`src/rtl/sipo_frame_reg.sv`:
```
// sipo_frame_reg: serial-in/parallel-out frame assembler with a valid/ready
// output stage and sticky overrun detection.
//
// Optional feature macro: SIPO_PARITY_EN
//   defined   -> each frame carries a trailing even-parity bit (FL = WIDTH+1);
//                parity_err is registered alongside out_data.
//   undefined -> FL = WIDTH, parity_err tied low.
//
// Parameters:
//   WIDTH      frame/data width in bits (>= 2)
//   LSB_FIRST  0: first received bit ends in out_data[WIDTH-1]; 1: in out_data[0]
//
// Ports:
//   clk, rst_n   clock, asynchronous active-low reset
//   clear        synchronous clear, highest priority
//   shift_en     accept bit_in this cycle
//   bit_in       serial data bit
//   shift_data   live shift register contents
//   bit_count    bits received of the current frame (0 = frame boundary)
//   out_data     completed frame, stable while out_valid
//   out_valid    completed frame available
//   out_ready    consumer accepts out_data when out_valid && out_ready
//   overrun      sticky: a completed frame was dropped
//   parity_err   parity check result for out_data
module sipo_frame_reg #(
  parameter int WIDTH     = 8,
  parameter bit LSB_FIRST = 1'b0
) (
  input  logic                            clk,
  input  logic                            rst_n,
  input  logic                            clear,
  input  logic                            shift_en,
  input  logic                            bit_in,
  output logic [WIDTH-1:0]                shift_data,
  output logic [$clog2(WIDTH+2)-1:0]      bit_count,
  output logic [WIDTH-1:0]                out_data,
  output logic                            out_valid,
  input  logic                            out_ready,
  output logic                            overrun,
  output logic                            parity_err
);

  localparam int CW = $clog2(WIDTH+2);
`ifdef SIPO_PARITY_EN
  localparam int unsigned FL = WIDTH + 1;
`else
  localparam int unsigned FL = WIDTH;
`endif
  localparam logic [CW-1:0] LAST = CW'(FL - 1);

  typedef enum logic {EMPTY = 1'b0, FULL = 1'b1} state_t;

  state_t           state, state_nxt;
  logic [WIDTH-1:0] shift_nxt;
  logic [WIDTH-1:0] word;
  logic             complete;
  logic             shift_bit;
  logic             load;
  logic             drop;

  always_comb begin
    shift_nxt = shift_data;
    if (LSB_FIRST) shift_nxt = {bit_in, shift_data[WIDTH-1:1]};
    else           shift_nxt = {shift_data[WIDTH-2:0], bit_in};
  end

  assign complete = shift_en && (bit_count == LAST);

`ifdef SIPO_PARITY_EN
  // The final bit is parity: it is not shifted in, so the word is the
  // shift register as it stands on the completing edge.
  assign shift_bit = shift_en && (bit_count != LAST);
  assign word      = shift_data;
`else
  assign shift_bit = shift_en;
  assign word      = shift_nxt;
`endif

  always_comb begin
    state_nxt = state;
    load      = 1'b0;
    drop      = 1'b0;
    case (state)
      EMPTY: begin
        if (complete) begin
          state_nxt = FULL;
          load      = 1'b1;
        end
      end
      FULL: begin
        if (complete) begin
          // A completion while full either replaces the accepted word or is lost.
          if (out_ready) load = 1'b1;
          else           drop = 1'b1;
        end else if (out_ready) begin
          state_nxt = EMPTY;
        end
      end
      default: state_nxt = EMPTY;
    endcase
  end

  assign out_valid = (state == FULL);

  always_ff @(posedge clk or negedge rst_n) begin
    if (!rst_n) begin
      state      <= EMPTY;
      shift_data <= '0;
      bit_count  <= '0;
      out_data   <= '0;
      overrun    <= 1'b0;
    end else if (clear) begin
      state      <= EMPTY;
      shift_data <= '0;
      bit_count  <= '0;
      out_data   <= '0;
      overrun    <= 1'b0;
    end else begin
      state <= state_nxt;
      if (shift_en)  bit_count  <= complete ? '0 : bit_count + CW'(1);
      if (shift_bit) shift_data <= shift_nxt;
      if (load)      out_data   <= word;
      if (drop)      overrun    <= 1'b1;
    end
  end

`ifdef SIPO_PARITY_EN
  always_ff @(posedge clk or negedge rst_n) begin
    if (!rst_n)      parity_err <= 1'b0;
    else if (clear)  parity_err <= 1'b0;
    else if (load)   parity_err <= (^shift_data) ^ bit_in;
  end
`else
  assign parity_err = 1'b0;
`endif

endmodule

```
`config.mk`:
```
export PLATFORM = sky130hd
export DESIGN_NAME = sipo_frame_reg
export DESIGN_NICKNAME = d
export VERILOG_FILES = /design/src/rtl/sipo_frame_reg.sv
export SDC_FILE = /design/constraint.sdc
export NUM_CORES = 1
export LEC_CHECK = 0
export CAP_MARGIN = 20
export CORE_MARGIN = 1.5
export CORE_UTILIZATION = 40
export CTS_CLUSTER_DIAMETER = 150
export DETAILED_ROUTE_END_ITERATION = 6
export PLACE_DENSITY = 0.69
export SLEW_MARGIN = 10
export SYNTH_ARGS = -nofsm -noshare
export SYNTH_HDL_FRONTEND = slang
export SYNTH_SLANG_ARGS = --single-unit
```
`constraint.sdc`:
```
create_clock -name clk -period 1.4 [get_ports clk]
set_clock_uncertainty 0.05 [all_clocks]
set_input_delay 0.14 -clock clk [delete_from_list [all_inputs] [get_ports clk]]
set_output_delay 0.14 -clock clk [all_outputs]
set_load 0.05 [all_outputs]
```
==> run metrics <==
status=completed; PwrDens=roughly 800 nW/µm²; RSZ-0062 raised after global routing=false; CTS tree=built; synth warn=0; Req. time, crit path=1.59 ns; clk root buf=clkbuf_4; CP cell instances=ha_4 > nand4b_4 > nor2b_2 > buf_12 > mux2i_1; Rows=18; net switching power=291 µW; Pleak=approximately 0.74 nW; Clock Tree Buf Depth=2; Starting Density=41.7%; total die area=2850 µm²; CP max stage delay=0.41 ns; Die Width=53.4 µm; drt drc=0; Critical Path Sink Type=register; Final period util=between 90% and 100%; number of buffers created by CTS=3; Hold WC Path Type=in2async; core footprint=2430 µm²; Hold Violations, Final=0; fin crit period=1.31 ns; global-route wire length before repair=3170 µm; initial antenna violation count=0; Comb pwr share=between 10% and 20%; H-tree level count=1; violation count after the first detailed-route iteration=3; worst-case reg-to-reg path depth=5; Setup CP Type=reg2reg; via count=726; DR pass1 iterations=3; number of global-route vias before repair=686; Worst Setup Start Kind=register; Post-CTS Setup Bufs=0; diode count=0; post-CTS sizing=0; Final Max Slew Viols=0; Post-Synthesis Cells=88; die height=53.4 µm; Clk pin slew, worst setup/hold paths=0.12 ns; layout cells sized above 1=33.9%; Post-DRT Antenna Nets=0; Sequential Power Share=about half; Finish-stage setup viols=0; pre-CTS WS=-0.0576 ns; Post-CTS Hold Buffers=0; Clk network pwr share=37.1%; Final Cell Area=1670 µm²; largest net degree at the start of global routing=31; final worst slack=0.0947 ns; CP Max Fanout=8; global route overflow=0; DR vias/cell=4.81; nets@finish=129; Seq cells post-synth=22; Synth Cell Area=between 1000 and 1500 µm²; Int Power=1.01 mW; WP depth=5; MaxCap Viol Count=0; syn_area_per_cell=11.5 µm²; DR WL/cell=12.9 µm; IO Port Bufs=27; Arrival @ worst endpoint=about 1.5 ns; detailed placement HPWL=1380 µm; maximum clock frequency=766 MHz; Syn Nets=95; peak supply drop=between 700 and 800 µV; area post-placement=between 1500 and 2000 µm²; post-synth cell types=19; crit path max-delay cell type=dfrtp_2; Sink Count=22; clock latency at the later pin of the worst-skew pair=0.31 ns; Placer Congestion=0.691; WL final=1940 µm; Ports=29; area growth from synthesis to layout=64.4%; CP top delay family=flip-flops; register area share after synthesis=a little over half; Sw Ratio=22.3%; Buf+Inv Stages, Crit Path=1; Tot GR Track Use=15.7%
-- placed cells by master (no fill, tap or decap), types with 3 or more instances in the layout --
master	n
buf_4	6
clkbuf_4	3
mux2i_1	17
buf_12	24
dfrtp_2	4
a21oi_1	3
dfrtp_1	18
nor2_1	11
nand2b_1	18
clkdlybuf4s50_1	5
-- synth_stat cells --
cell type	number	area (µm²)
nand2b_1	18	113
dfrtp_1	22	551
clkbuf_1	2	7.51
nand4_1	1	6.26
o21ba_1	1	10.0
or3_1	1	6.26
buf_6	1	11.3
a21oi_1	3	15.0
buf_2	1	5.00
nor2b_2	1	8.76
ha_1	1	12.5
nand3b_1	1	7.51
nand2_1	2	7.51
mux2i_1	17	170
buf_4	2	15.0
nand4b_2	1	15.0
conb_1	1	3.75
xor2_1	1	8.76
nor2_1	11	41.3
-- logic make-up after synthesis --
group	Yosys count	share of synthesized area [%]
adder cells (fa/ha/maj)	1	1.23
XOR/XNOR	1	0.863
AO/OA/AOI/OAI	4	2.47
multiplexers	17	16.8
AND/OR/NAND/NOR	36	20.2
flip-flops	22	54.3
other	1	0.370
buffers and inverters	6	3.82
-- power by group through the flow --
stage | Combinational (mW) | Sequential (mW) | Clock [mW]
3_3_place_gp | 0.164 | 0.666 | 0
2_1_floorplan | 0.0525 | 0.694 | 0
3_5_place_dp | 0.167 | 0.667 | 0
6_report | 0.166 | 0.655 | 0.483
4_1_cts | 0.168 | 0.655 | 0.499
5_1_grt | 0.176 | 0.656 | 0.524
-- path summary, 6_finish.rpt --
check                             start       endpoint  slack [ns]
max                        bit_count[1]    out_data[7]        0.09
min                               rst_n  shift_data[2]        0.12
max reg2reg                bit_count[1]    out_data[7]        0.09
min reg2reg                     overrun        overrun        0.52
max in group asynchronous         rst_n   bit_count[3]        0.95
min in group clk                 bit_in    out_data[0]        0.41
-- metal layers --
layer	GRT usage [%]	up-vias	share of wire, %
met4	7.69	0	1.9
li1	-	354	-
met1	21.5	353	45
met2	23.9	15	50
met5	0	-	0
met3	2.54	4	2.6
-- worst register-to-register path, cell delays in order, from the launching register on --
cell,delay [ns]
dfrtp_2,0.41
ha_4,0.16
nand4b_4,0.11
nor2b_2,0.17
buf_12,0.15
mux2i_1,0.19
-- per-stage QoR --
step	total power [mW]	hold WS (ns)	setup TNS [ns]	std cells	utilization, %
3_5_place_dp	0.834	0.471	-0.300	147	66.4
2_1_floorplan	0.746	-0.206	-0.210	88	-
4_1_cts	1.32	0.114	0	151	68.6
6_report	1.30	0.118	0	151	68.6
5_1_grt	1.36	0.114	0	151	68.6
3_3_place_gp	0.831	0.460	-0.141	147	66.4
-- flip-flops by register name, summed over array words and instances, names as in the netlist --
register    flops
out_data        8
shift_data      8
overrun         1
out_valid       1
bit_count       4
-- area by class of cell --
class | count | area [µm²]
sequential | 22 | 556
clock inverter | 1 | 30.0
fill | 186 | 764
multi-input combinational | 60 | 447
timing repair buffer | 35 | 576
clock buffer | 3 | 22.5
tap | 30 | 37.5
Note: power is estimated with default switching activity, not from simulation.
